[src/rtl/pipe_sel_reg_if.sv]
// Bundle of the selector/register datapath signals. The master side drives
// the select and control inputs. The slave side is the selector register.
interface pipe_sel_reg_if #(
  parameter int WIDTH  = 32,
  parameter int NUM_IN = 3,
  parameter int SEL_W  = 2,
  parameter int CNT_W  = 4
);

  logic [NUM_IN*WIDTH-1:0] in_bus;
  logic [SEL_W-1:0]        sel;
  logic                    in_valid;
  logic                    en;
  logic                    flush;
  logic [WIDTH-1:0]        sel_out;
  logic [WIDTH-1:0]        q;
  logic                    q_valid;
  logic                    sel_err;
  logic [CNT_W-1:0]        stall_cnt;

  modport master (
    output in_bus, sel, in_valid, en, flush,
    input  sel_out, q, q_valid, sel_err, stall_cnt
  );

  modport slave (
    input  in_bus, sel, in_valid, en, flush,
    output sel_out, q, q_valid, sel_err, stall_cnt
  );

endinterface

[src/rtl/pipe_sel_reg.sv]
// N-way source selector fused with a pipeline register. It supports stall,
// flush and valid tracking. Illegal select codes are flagged (sticky) rather
// than propagated as X, and consecutive stall cycles are counted.
module pipe_sel_reg #(
  parameter int               WIDTH     = 32,
  parameter int               NUM_IN    = 3,
  parameter int               SEL_W     = 2,
  parameter logic [WIDTH-1:0] CONST_VAL = {WIDTH{1'b1}},
  parameter logic [WIDTH-1:0] RESET_VAL = '0,
  parameter int               CNT_W     = 4
) (
  input logic          clk,
  input logic          reset,
  pipe_sel_reg_if.slave bus
);

  // A bad parameter set must stop elaboration. A bad set would otherwise
  // produce a selector that silently cannot reach the constant.
  if ((NUM_IN < 2) || (NUM_IN > 8) || ((2 ** SEL_W) < (NUM_IN + 1))) begin : g_param_check
    $error("pipe_sel_reg: illegal NUM_IN/SEL_W combination");
  end

  localparam logic [SEL_W-1:0] SEL_CONST = SEL_W'(NUM_IN);

  logic [WIDTH-1:0] q_r;
  logic             q_valid_r;
  logic             sel_err_r;
  logic [CNT_W-1:0] stall_cnt_r;
  logic [WIDTH-1:0] sel_out_c;
  logic             sel_legal;

  assign sel_legal = (bus.sel <= SEL_CONST);

  // Unregistered selection for same-cycle forwarding. Illegal codes fall back to the held q.
  always_comb begin
    sel_out_c = q_r;
    for (int k = 0; k < NUM_IN; k++) begin
      if (bus.sel == SEL_W'(k)) begin
        sel_out_c = bus.in_bus[k*WIDTH +: WIDTH];
      end
    end
    if (bus.sel == SEL_CONST) begin
      sel_out_c = CONST_VAL;
    end
  end

  // Pipeline register. Flush beats load, load beats hold. A stall counts up and saturates.
  always_ff @(posedge clk or posedge reset) begin
    if (reset) begin
      q_r         <= RESET_VAL;
      q_valid_r   <= 1'b0;
      sel_err_r   <= 1'b0;
      stall_cnt_r <= '0;
    end else if (bus.flush) begin
      q_r         <= RESET_VAL;
      q_valid_r   <= 1'b0;
      stall_cnt_r <= '0;
    end else if (bus.en) begin
      stall_cnt_r <= '0;
      if (sel_legal) begin
        q_r       <= sel_out_c;
        q_valid_r <= bus.in_valid;
      end else begin
        sel_err_r <= 1'b1;
      end
    end else if (stall_cnt_r != {CNT_W{1'b1}}) begin
      stall_cnt_r <= stall_cnt_r + 1'b1;
    end
  end

  assign bus.sel_out   = sel_out_c;
  assign bus.q         = q_r;
  assign bus.q_valid   = q_valid_r;
  assign bus.sel_err   = sel_err_r;
  assign bus.stall_cnt = stall_cnt_r;

endmodule

[src/flat_wrapper.sv]
// flat-port wrapper written by rule: the top's interface ports become plain ports
module pipe_sel_reg_flat 
#(
  parameter int               WIDTH     = 32,
  parameter int               NUM_IN    = 3,
  parameter int               SEL_W     = 2,
  parameter logic [WIDTH-1:0] CONST_VAL = {WIDTH{1'b1}},
  parameter logic [WIDTH-1:0] RESET_VAL = '0,
  parameter int               CNT_W     = 4
)
  (clk, reset, bus_in_bus, bus_sel, bus_in_valid, bus_en, bus_flush, bus_sel_out, bus_q, bus_q_valid, bus_sel_err, bus_stall_cnt);
  pipe_sel_reg_if #(.WIDTH(WIDTH), .NUM_IN(NUM_IN), .SEL_W(SEL_W), .CNT_W(CNT_W)) bus_i ();
  input logic clk;
  input logic reset;
  input wire logic [$bits(bus_i.in_bus)-1:0] bus_in_bus;
  input wire logic [$bits(bus_i.sel)-1:0] bus_sel;
  input wire logic [$bits(bus_i.in_valid)-1:0] bus_in_valid;
  input wire logic [$bits(bus_i.en)-1:0] bus_en;
  input wire logic [$bits(bus_i.flush)-1:0] bus_flush;
  output wire logic [$bits(bus_i.sel_out)-1:0] bus_sel_out;
  output wire logic [$bits(bus_i.q)-1:0] bus_q;
  output wire logic [$bits(bus_i.q_valid)-1:0] bus_q_valid;
  output wire logic [$bits(bus_i.sel_err)-1:0] bus_sel_err;
  output wire logic [$bits(bus_i.stall_cnt)-1:0] bus_stall_cnt;
  assign bus_i.in_bus = bus_in_bus;
  assign bus_i.sel = bus_sel;
  assign bus_i.in_valid = bus_in_valid;
  assign bus_i.en = bus_en;
  assign bus_i.flush = bus_flush;
  assign bus_sel_out = bus_i.sel_out;
  assign bus_q = bus_i.q;
  assign bus_q_valid = bus_i.q_valid;
  assign bus_sel_err = bus_i.sel_err;
  assign bus_stall_cnt = bus_i.stall_cnt;
  pipe_sel_reg #(.WIDTH(WIDTH), .NUM_IN(NUM_IN), .SEL_W(SEL_W), .CONST_VAL(CONST_VAL), .RESET_VAL(RESET_VAL), .CNT_W(CNT_W)) u_core (.clk(clk), .reset(reset), .bus(bus_i));
endmodule
[config.mk]
export PLATFORM = sky130hd
export DESIGN_NAME = pipe_sel_reg_flat
export DESIGN_NICKNAME = d
export VERILOG_FILES = /design/src/rtl/pipe_sel_reg_if.sv /design/src/rtl/pipe_sel_reg.sv /design/src/flat_wrapper.sv
export SDC_FILE = /design/constraint.sdc
export NUM_CORES = 1
export LEC_CHECK = 0
export ABC_AREA = 1
export BUFFER_PORTS_ARGS = -buffer_cell sky130_fd_sc_hd__buf_2
export CORE_MARGIN = 2
export CORE_UTILIZATION = 42
export CTS_CLUSTER_SIZE = 12
export DETAILED_ROUTE_END_ITERATION = 8
export PLACE_DENSITY = 0.81
export SETUP_SLACK_MARGIN = 0.05
export SLEW_MARGIN = 20
export SYNTH_ARGS = -nofsm -noshare
export SYNTH_HDL_FRONTEND = slang
export SYNTH_SLANG_ARGS = --single-unit
[constraint.sdc]
create_clock -name clk -period 1.2 [get_ports clk]
set_input_delay 0.24 -clock clk [delete_from_list [all_inputs] [get_ports clk]]
set_output_delay 0.24 -clock clk [all_outputs]
set_load 0.03 [all_outputs]
==> metrics.cfg, run 1 <==
[grt]
grt_pass1_wl_um=15410
grt_start_max_net_pins=38
overflow=0
grt_pass1_vias=3488
antenna_found_initial=2
grt_usage=0.3005

[finish]
final_common_cell=buf_2
finalNonFillerCells=727
nFillCells=425
area_growth_pct=79.61
multi_input_area_um2=1299
finish.utilization=0.7762
final_net_count=754
seqCellArea_um2=928.4
drive_gt1_frac=0.4624
final_cell_mix=buf_2, nand2_1, inv_1
final_cell_area_um2=4596

[timing]
setup_viol=32
hold_viol_final=0
max_freq_mhz=702.3
finClkSkew_ns=0.005179
setup_slack_ns=-0.2238
grt_setup_unrepaired=yes
maxSlewViolCount=0
finalCritPeriodShare=1.187
fin_tns_setup_ns=-5.467
period_minus_slack_ns=1.424

[logic_synthesis]
yosysUniqueCellTypes=17
synth_area_leaders=dfrtp_1, nand2_1, inv_1
synth_seq_cells=37
synth_area_um2=2559
syn_inst=406
syn_avg_cell_area_um2=6.302
seq_area_frac_synth=0.3619
synth_top_area_share=0.3619
yosys.area.top_type=dfrtp_1
yosys_warnings=0
mappedNetlistNets=510

[power]
p_sw_mw=1.457
irDropWorstVdd_mv=0.5801
p_sw_frac=0.3392
power.leakage_nw=2.825
combPwrFrac=0.373
p_seq_frac=0.324
p_int_mw=2.838
power_density_nw_per_um2=934.5
p_clk_frac=0.304

[min_path]
hold_class=input pin to flop
holdPathStages=2
min_from=bus_in_valid
min_to=u_core.bus.q_valid

[worst_setup_path]
r2r-end=u_core.bus.stall_cnt[0]
setup.worst_path.end_class=output port
worstPathCellList=buf_12 -> nor2_4 -> buf_4 -> nand2_1 -> and3_1 -> buf_2
r2r-start=u_core.bus.stall_cnt[0]
cp-start-kind=input pin
required_ns=0.96
r2r_setup_slack_ns=0.13
crit_path_max_fanout=7
crit_type=input pin to output port
cp.arrival_ns=1.18
rr_worst_depth=5
worst_path_largest_cell_delay_ns=0.20
critPathSlowestCell=buf_4

[route]
routed_wl_um=10390
remaining_drc_errors=0
first_pass_iters=4
vias=3624
wl_per_cell_um=14.28
vias_per_cell=4.985
drt_first_iter_violations=194
ant_nets=0

[cts]
cts_inserted_buffers=5
ctsRootBufferMaster=clkbuf_8
path_clk_slew_ns=0.08
clock_sinks=37
cts_max_path_buffers=2
h-tree-depth=2
clk-insertion-delay-late_ns=0.29
cts_tree=built

[placement]
dp.cells=701
dpl.hpwl_um=7026
place.gp.congestion=0.8837
port_buffers=171
place_area_um2=3984

[run_status]
status=complete, but fails checks
violations=negative setup slack

[die]
start_util=0.4322
die_w_um=82.05
die_h_um=82.05
coreArea_um2=5921
io_pins=173
die_area_um2=6732
row_count=28

[job]
maxCapViolCount=0

==> sequential cells by signal, summed over array words and instances, names as in the netlist <==
signal,flops
u_core.bus.q,32
u_core.bus.q_valid,1
u_core.bus.stall_cnt,4
==> critical path, delay by kind of cell <==
family,cells,cell delay (ns)
buffers and inverters,3,0.48
and+or+nand+nor,3,0.45
==> worst max-delay path by stage <==
| stage | startpoint | end | slack, ns | cells past startpoint |
|---|---|---|---|---|
| 3_5_place_dp | bus_sel[1] | bus_sel_out[26] | -0.28 | 7 |
| 2_1_floorplan | bus_sel[0] | bus_sel_out[11] | 0.03 | 4 |
| 5_1_grt | bus_sel[0] | bus_sel_out[1] | -0.26 | 6 |
| 4_1_cts | bus_sel[0] | bus_sel_out[20] | -0.20 | 6 |
| 6_report | bus_sel[0] | bus_sel_out[20] | -0.22 | 6 |
| 3_3_place_gp | bus_sel[0] | bus_sel_out[15] | -0.22 | 6 |
==> Yosys cell counts <==
cell type	instances
nand3_1	33
ha_1	1
inv_2	2
a22o_1	1
buf_4	1
buf_2	11
nor2_2	1
nand2_1	131
nand4_1	34
a21oi_1	1
dfrtp_1	37
and3_1	32
nor2_1	5
conb_1	1
inv_1	102
clkbuf_1	8
o21ai_0	5
==> final cells by class <==
cell class,count,share of cell area
inverters,104,0.08658
multi-input cells,245,0.2826
repair buffers,257,0.3787
flip-flops and latches,37,0.2020
diodes,1,0.0005445
clock buffers,5,0.01497
clock inverters,3,0.01416
well taps,75,0.02042
==> power groups by stage <==
stage / logic [mW] / registers (mW) / clock network (mW)
after floorplan: 0.600 / 1.59 / 0
after global placement: 1.35 / 1.41 / 0
after detailed placement: 1.38 / 1.41 / 0
after CTS: 1.56 / 1.39 / 1.32
after global routing: 1.72 / 1.40 / 1.38
final: 1.60 / 1.39 / 1.30
==> routing by layer <==
layer  global-route usage  up-vias  share of wire
li1                     -     1730              -
met1               0.3240     1668           0.36
met2               0.5528      194           0.53
met3              0.07802       30          0.087
met4               0.1233        2          0.023
met5                    0        -         0.0013
==> metrics by stage <==
stage	hold WS [ns]	total power [mW]	worst slack (ns)
2_1_floorplan	0.3727	2.188	0.02877
3_3_place_gp	0.2743	2.754	-0.2202
3_5_place_dp	0.2967	2.787	-0.2803
4_1_cts	0.1940	4.270	-0.2048
5_1_grt	0.1906	4.495	-0.2633
6_report	0.2003	4.295	-0.2238
==> cells by family (layout without fill, tap and decap cells) <==
kind of cell,after synthesis,after routing,share of synthesized area
and+or+nand+nor,236,236,0.4279
buffers and inverters,124,369,0.1888
other,1,2,0.001466
AOI/OAI and AO/OA,7,7,0.01516
DFF,37,37,0.3619
adders and majority gates,1,1,0.004889
==> what timing repair did <==
item / in CTS / in global routing
resized for setup: 86 / 20
buffers inserted: 8 / 4
endpoints found under the hold margin: 37 / 0
setup endpoints to repair: 35 / 40
gates cloned: 4 / 0
hold buffers: 1 / 0
pin swaps: 7 / 0
Power figures use the tool's default switching activity.
==> run 2, diff against run 1 <==
- CTS_BUF_LIST: unset -> sky130_fd_sc_hd__clkbuf_16
==> metrics.cfg, run 2 (synthesized netlist as in run 1, its figures left out) <==
[die]
die_area_um2=6732  ; unchanged
die_h_um=82.05  ; unchanged
start_util=0.4322  ; unchanged
row_count=28  ; unchanged
die_w_um=82.05  ; unchanged
coreArea_um2=5921  ; unchanged
io_pins=173  ; unchanged

[power]
irDropWorstVdd_mv=0.7058  ; was 0.5801 mV
power_density_nw_per_um2=1014  ; was 934.5 nW/um2
report.power.total_mw=4.778  ; was 4.295 mW
power.leakage_nw=2.849  ; was 2.825 nW

[worst_setup_path]
crit_buf_inv=3  ; unchanged
r2r-start=u_core.bus.stall_cnt[0]  ; unchanged
worst_path_largest_cell_delay_ns=0.20  ; about the same
crit_type=input pin to output port  ; unchanged
r2r_setup_slack_ns=0.12  ; was 0.13 ns
rr_worst_depth=5  ; unchanged
setup.worst_path.end_class=output port  ; unchanged
path_depth=6  ; unchanged
cpMostUsedCell=buf_6
required_ns=0.96  ; about the same
r2r-end=u_core.bus.stall_cnt[1]  ; was u_core.bus.stall_cnt[0]
crit_family=simple AND/OR/NAND/NOR gates  ; was buffers and inverters
worstPathCellList=buf_12 -> nor2_4 -> buf_6 -> nand2_1 -> and3_4 -> buf_6  ; was buf_12 -> nor2_4 -> buf_4 -> nand2_1 -> and3_1 -> buf_2
crit_path_max_fanout=9  ; was 7
cp.arrival_ns=1.14  ; was 1.18 ns
cp-start-kind=input pin  ; unchanged
critPathSlowestCell=and3_4  ; was buf_4

[finish]
final_cell_area_um2=4712  ; was 4596 um2
final_cell_mix=buf_2, nand2_1, inv_1  ; unchanged
area_growth_pct=84.16  ; was 79.61%
drive_gt1_frac=0.4969  ; was 0.4624
finalNonFillerCells=714  ; was 727
largest_reg_flops=32  ; unchanged
final_common_cell=buf_2  ; unchanged
finish.utilization=0.7959  ; was 0.7762
final_net_count=741  ; was 754

[grt]
grt_util_met2=0.5447  ; was 0.5528
grt.busiest_layer=met2  ; unchanged
grt_start_max_net_pins=38  ; unchanged
antenna_found_initial=2  ; unchanged
grt_usage=0.2991  ; was 0.3005
overflow=0  ; unchanged
grtUsageMet3=0.08132  ; was 0.07802
grt_pass1_vias=3503  ; was 3,488
grtUsageMet1=0.3192  ; was 0.3240
grt_pass1_wl_um=15450  ; was 15,410 um

[route]
vias=3558  ; was 3,624
wl_per_cell_um=14.63  ; was 14.28 um
drt_first_iter_violations=198  ; was 194
routed_wl_um=10450  ; was 10,390 um
remaining_drc_errors=0  ; unchanged
ant_nets=0  ; unchanged
vias_per_cell=4.983  ; was 4.985
first_pass_iters=5  ; was 4

[timing]
grt_setup_unrepaired=yes  ; unchanged
setup_viol=32  ; unchanged
period_minus_slack_ns=1.384  ; was 1.424 ns
max_freq_mhz=722.4  ; was 702.3 MHz
maxSlewViolCount=0  ; unchanged
hold_viol_final=12  ; was 0
holdWs_ns=-0.006637  ; was 0.2003 ns
finClkSkew_ns=0.003973  ; was 0.005179 ns
setup_slack_ns=-0.1843  ; was -0.2238 ns
finalCritPeriodShare=1.154  ; was 1.187

[placement]
place.gp.congestion=0.8837  ; unchanged
dpl.hpwl_um=7026  ; unchanged
place_ws_ns=-0.2803  ; unchanged
port_buffers=171  ; unchanged
place_area_um2=3984  ; unchanged
dp.cells=701  ; unchanged

[run_status]
violations=negative hold slack, negative setup slack  ; was negative setup slack
status=complete, but fails checks  ; unchanged

[job]
maxCapViolCount=0  ; unchanged

[cts]
ctsRootBufferMaster=clkbuf_16  ; was clkbuf_8
cts_max_path_buffers=2  ; unchanged
clk-insertion-delay-late_ns=0.28  ; was 0.29 ns
cts_inserted_buffers=5  ; unchanged
cts_tree=built  ; unchanged
h-tree-depth=2  ; unchanged
path_clk_slew_ns=0.06  ; was 0.08 ns
cts_hold_buf=0  ; was 1
clock_sinks=37  ; unchanged

[min_path]
hold_class=input pin to asynchronous set/reset pin  ; was input pin to flop

[run 2: cell types whose count changed in the layout (fill, tap and decap cells not counted), moves of 5 or more]
cell	delta
buf_2	-14
buf_6	+18
nand2_1	-17
and3_1	-13
clkbuf_8	-5
clkbuf_16	+5
and3_4	+13
nand2_2	+17
buf_4	-13
[run 2: final cells by class]
class                   count  area [um2]
multi-input cells         245        1396
fillers                   415        1209
flip-flops and latches     37       928.4
clock inverters             3       65.06
repair buffers            244        1710
diodes                      1       2.502
inverters                 104       390.4
well taps                  75       93.84
clock buffers               5       125.1
[run 2: per-layer routing]
metal / share of wire / wire (um)
met1: 0.37 / 3835
met2: 0.52 / 5452
met3: 0.082 / 854
met4: 0.028 / 293
met5: 0.0012 / 13
[run 2: worst register-to-register path, stage by stage, from the launching register on]
cell     delay [ns]
dfrtp_2        0.43
ha_2           0.21
nand2_2        0.09
inv_1          0.07
nand4_1        0.07
o21ai_0        0.09
[run 2: worst max-delay path by stage]
stage,startpoint,to,slack (ns)
final,bus_sel[0],bus_sel_out[28],-0.18
after global routing,bus_sel[0],bus_sel_out[28],-0.23
after CTS,bus_sel[0],bus_sel_out[25],-0.17
after detailed placement,bus_sel[1],bus_sel_out[26],-0.28
after global placement,bus_sel[0],bus_sel_out[15],-0.22
after floorplan,bus_sel[0],bus_sel_out[11],0.03
[run 2: timing repair]
| action | CTS | global route |
|---|---|---|
| endpoints found under the setup margin | 33 | 36 |
| resized for setup | 110 | 47 |
| setup buffers | 1 | 0 |
| gates cloned | 3 | 0 |
| hold endpoints to repair | 0 | 0 |
| pin swaps | 2 | 4 |
[run 2: power breakdown]
part | switching, mW | internal (mW) | total [mW]
Sequential | 0.0527 | 1.34 | 1.39
Combinational | 0.946 | 0.738 | 1.68
Clock | 0.516 | 1.19 | 1.70
Total | 1.52 | 3.26 | 4.78
[run 2: per-stage QoR]
stage          setup TNS (ns)  hold slack [ns]
2_1_floorplan               0           0.3727
3_3_place_gp           -5.878           0.2743
3_5_place_dp           -7.469           0.2967
4_1_cts                -4.206         0.001986
5_1_grt                -5.962         0.005005
6_report               -4.620        -0.006637
==> run 3, diff against run 2 <==
- ABC_AREA: 1 -> unset
- CORE_UTILIZATION: 42 -> 45
- PLACE_DENSITY: 0.81 -> 0.82
==> metrics.cfg, run 3 <==
[grt]
grt_usage=0.3236  ; was 0.2991
overflow=0  ; unchanged
grt_pass1_vias=3556  ; was 3,503
grt_start_max_net_pins=38  ; unchanged
antenna_found_initial=0  ; was 2
grt_pass1_wl_um=18600  ; was 15,450 um

[finish]
final_common_cell=buf_2  ; unchanged
seqCellArea_um2=930.9  ; was 928.4 um2
final_cell_mix=buf_2, buf_4, buf_6  ; was buf_2, nand2_1, inv_1
largest_reg_flops=32  ; unchanged
drive_gt1_frac=0.8116  ; was 0.4969
multi_input_area_um2=2663  ; was 1396 um2
nFillCells=265  ; was 415
final_net_count=570  ; was 741
area_growth_pct=95.54  ; was 84.16%
diodes=0  ; was 1
finalNonFillerCells=544  ; was 714

[timing]
setup_viol=33  ; was 32
finalCritPeriodShare=1.162  ; was 1.154
fin_tns_setup_ns=-5.591  ; was -4.620 ns
maxSlewViolCount=0  ; unchanged
finClkSkew_ns=0.0005530  ; was 0.003973 ns
hold_viol_final=0  ; was 12
setup_slack_ns=-0.1949  ; was -0.1843 ns
grt_setup_unrepaired=yes  ; unchanged
period_minus_slack_ns=1.395  ; was 1.384 ns
max_freq_mhz=716.9  ; was 722.4 MHz

[die]
row_count=29  ; was 28
io_pins=173  ; unchanged
die_w_um=84.90  ; was 82.05 um
die_area_um2=7208  ; was 6732 um2
coreArea_um2=6350  ; was 5921 um2
die_h_um=84.90  ; was 82.05 um
start_util=0.4638  ; was 0.4322

[cts]
clk-insertion-delay-late_ns=0.27  ; was 0.28 ns
cts_inserted_buffers=5  ; unchanged
path_clk_slew_ns=0.06  ; about the same
cts_tree=built  ; unchanged
cts_max_path_buffers=2  ; unchanged
clock_sinks=37  ; unchanged
ctsRootBufferMaster=clkbuf_16  ; unchanged
h-tree-depth=2  ; unchanged

[worst_setup_path]
required_ns=0.96  ; about the same
r2r-end=u_core.bus.stall_cnt[1]  ; unchanged
worst_path_largest_cell_delay_ns=0.28  ; was 0.20 ns
worstPathCellList=buf_16 -> or2b_4 -> buf_12 -> a2bb2oi_4 -> buf_6  ; was buf_12 -> nor2_4 -> buf_6 -> nand2_1 -> and3_4 -> buf_6
crit_start=bus_sel[1]  ; was bus_sel[0]
rr_worst_depth=3  ; was 5
r2r_setup_slack_ns=0.02  ; was 0.12 ns
crit_path_max_fanout=16  ; was 9
cp-start-kind=input pin  ; unchanged
crit_buf_inv=3  ; unchanged
crit_type=input pin to output port  ; unchanged
path_depth=5  ; was 6
cp.arrival_ns=1.15  ; was 1.14 ns
critPathSlowestCell=or2b_4  ; was and3_4
r2r-start=u_core.bus.stall_cnt[1]  ; was u_core.bus.stall_cnt[0]
crit_end=bus_sel_out[29]  ; was bus_sel_out[28]
crit_family=buffers and inverters  ; was simple AND/OR/NAND/NOR gates
setup.worst_path.end_class=output port  ; unchanged

[run_status]
status=complete, but fails checks  ; unchanged
violations=negative setup slack  ; was negative hold slack, negative setup slack

[logic_synthesis]
synth-xor-area-share=0  ; unchanged
synthMuxAreaShare=0.1160  ; was 0
synth_area_um2=2945  ; was 2559 um2
synth_compound_area_frac=0.3203  ; was 0.01516
synth_seq_cells=37  ; unchanged
yosysUniqueCellTypes=32  ; was 17
syn_inst=251  ; was 406
yosys_warnings=0  ; unchanged
syn_avg_cell_area_um2=11.73  ; was 6.302 um2
synth_area_leaders=dfrtp_1, a211oi_2, and4bb_2  ; was dfrtp_1, nand2_1, inv_1
synth_fa_ha_area_frac=0.004248  ; was 0.004890
synth_simple_gate_area_frac=0.1602  ; was 0.4279
synth_top_area_share=0.3144  ; was 0.3619
yosys.area.top_type=dfrtp_1  ; unchanged
yosysMostFrequentCell=dfrtp_1  ; was nand2_1
synth_top_family_by_area=compound AO/OA/AOI/OAI gates  ; was simple AND/OR/NAND/NOR gates
mappedNetlistNets=355  ; was 510
seq_area_frac_synth=0.3144  ; was 0.3619
synth_top_cells_by_count=dfrtp_1, mux2i_1, a2bb2oi_1, o21bai_1, a211oi_2  ; was nand2_1, inv_1, dfrtp_1
async_flop_share=1.000  ; unchanged
ys.flop_type=dfrtp_1  ; unchanged
synth-edff-count=0  ; unchanged

[route]
drt_first_iter_violations=111  ; was 198
vias_per_cell=6.017  ; was 4.983
vias=3273  ; was 3,558
remaining_drc_errors=0  ; unchanged
ant_nets=0  ; unchanged
routed_wl_um=12740  ; was 10,450 um
first_pass_iters=4  ; was 5
wl_per_cell_um=23.41  ; was 14.63 um

[placement]
place_ws_ns=-0.3559  ; was -0.2803 ns
port_buffers=171  ; unchanged
dp.cells=525  ; was 701
dpl.hpwl_um=7514  ; was 7026 um
place.gp.congestion=0.8106  ; was 0.8837

[power]
power_density_nw_per_um2=876.5  ; was 1014 nW/um2
power.leakage_nw=2.562  ; was 2.849 nW
report.power.total_mw=5.048  ; was 4.778 mW
irDropWorstVdd_mv=0.7851  ; was 0.7058 mV

[min_path]
hold_class=input pin to asynchronous set/reset pin  ; unchanged

[job]
maxCapViolCount=0  ; unchanged

-- run 3: changes by cell type after synthesis, moves of 33 or more --
cell | before | now
nand4_1 | 34 | 1
inv_1 | 102 | 2
mux2i_1 | 0 | 33
nand2_1 | 131 | 0
-- run 3: cells by family after synthesis --
| family | Yosys count |
|---|---|
| AO/OA/AOI/OAI | 100 |
| AND/OR/NAND/NOR | 44 |
| flip-flops | 37 |
| buffers and inverters | 34 |
| multiplexers | 34 |
| adder cells (fa/ha/maj) | 1 |
| other | 1 |
-- run 3: how the worst min path moves through the flow --
stage,from,end,cells after the start,slack (ns)
2_1_floorplan,bus_in_valid,u_core.bus.q_valid,2,0.40
3_3_place_gp,reset,u_core.bus.q[0],3,0.31
3_5_place_dp,reset,u_core.bus.q[0],3,0.31
4_1_cts,reset,u_core.bus.q[9],3,0.02
5_1_grt,reset,u_core.bus.q[14],3,0.06
6_report,reset,u_core.bus.q[13],3,0.04
-- run 3: metrics by stage --
step / instance area, um2 / utilization / hold WS [ns]
6_report: 5759 / 0.9070 / 0.04387
3_3_place_gp: 4880 / 0.7685 / 0.3058
2_1_floorplan: 3595 / - / 0.3963
3_5_place_dp: 4880 / 0.7685 / 0.3104
4_1_cts: 5632 / 0.8869 / 0.01852
5_1_grt: 5759 / 0.9070 / 0.06346
-- run 3: worst min-delay path: stages --
cell and delay [ns]:
buf_2 0.10, inv_1 0.10, buf_12 0.24
-- run 3: power breakdown --
part | switching (mW) | internal (mW) | total [mW]
combinational | 1.23 | 1.18 | 2.41
sequential | 0.0598 | 1.34 | 1.40
clock | 0.484 | 0.754 | 1.24
total | 1.77 | 3.27 | 5.05
-- run 3: area by class of cell --
class,instances,area share
clock buffer,5,0.02172
clock inverter,3,0.002390
inverter,2,0.001738
multi-input combinational,180,0.4623
sequential,37,0.1616
tap,77,0.01673
timing repair buffer,240,0.3335
-- run 3: per-layer routing --
layer	routed length, um	GRT usage	vias to the layer above
li1	-	-	1458
met5	0	0	-
met1	4864	0.3660	1599
met2	6668	0.6099	182
met3	868	0.06615	34
met4	335	0.09668	0
-- run 3: what timing repair did --
action | in CTS | in global routing
setup buffers | 1 | 5
setup endpoints to repair | 37 | 36
resized for setup | 111 | 9
pin swaps | 0 | 2
hold buffers | 0 | 0
gates cloned | 4 | 2
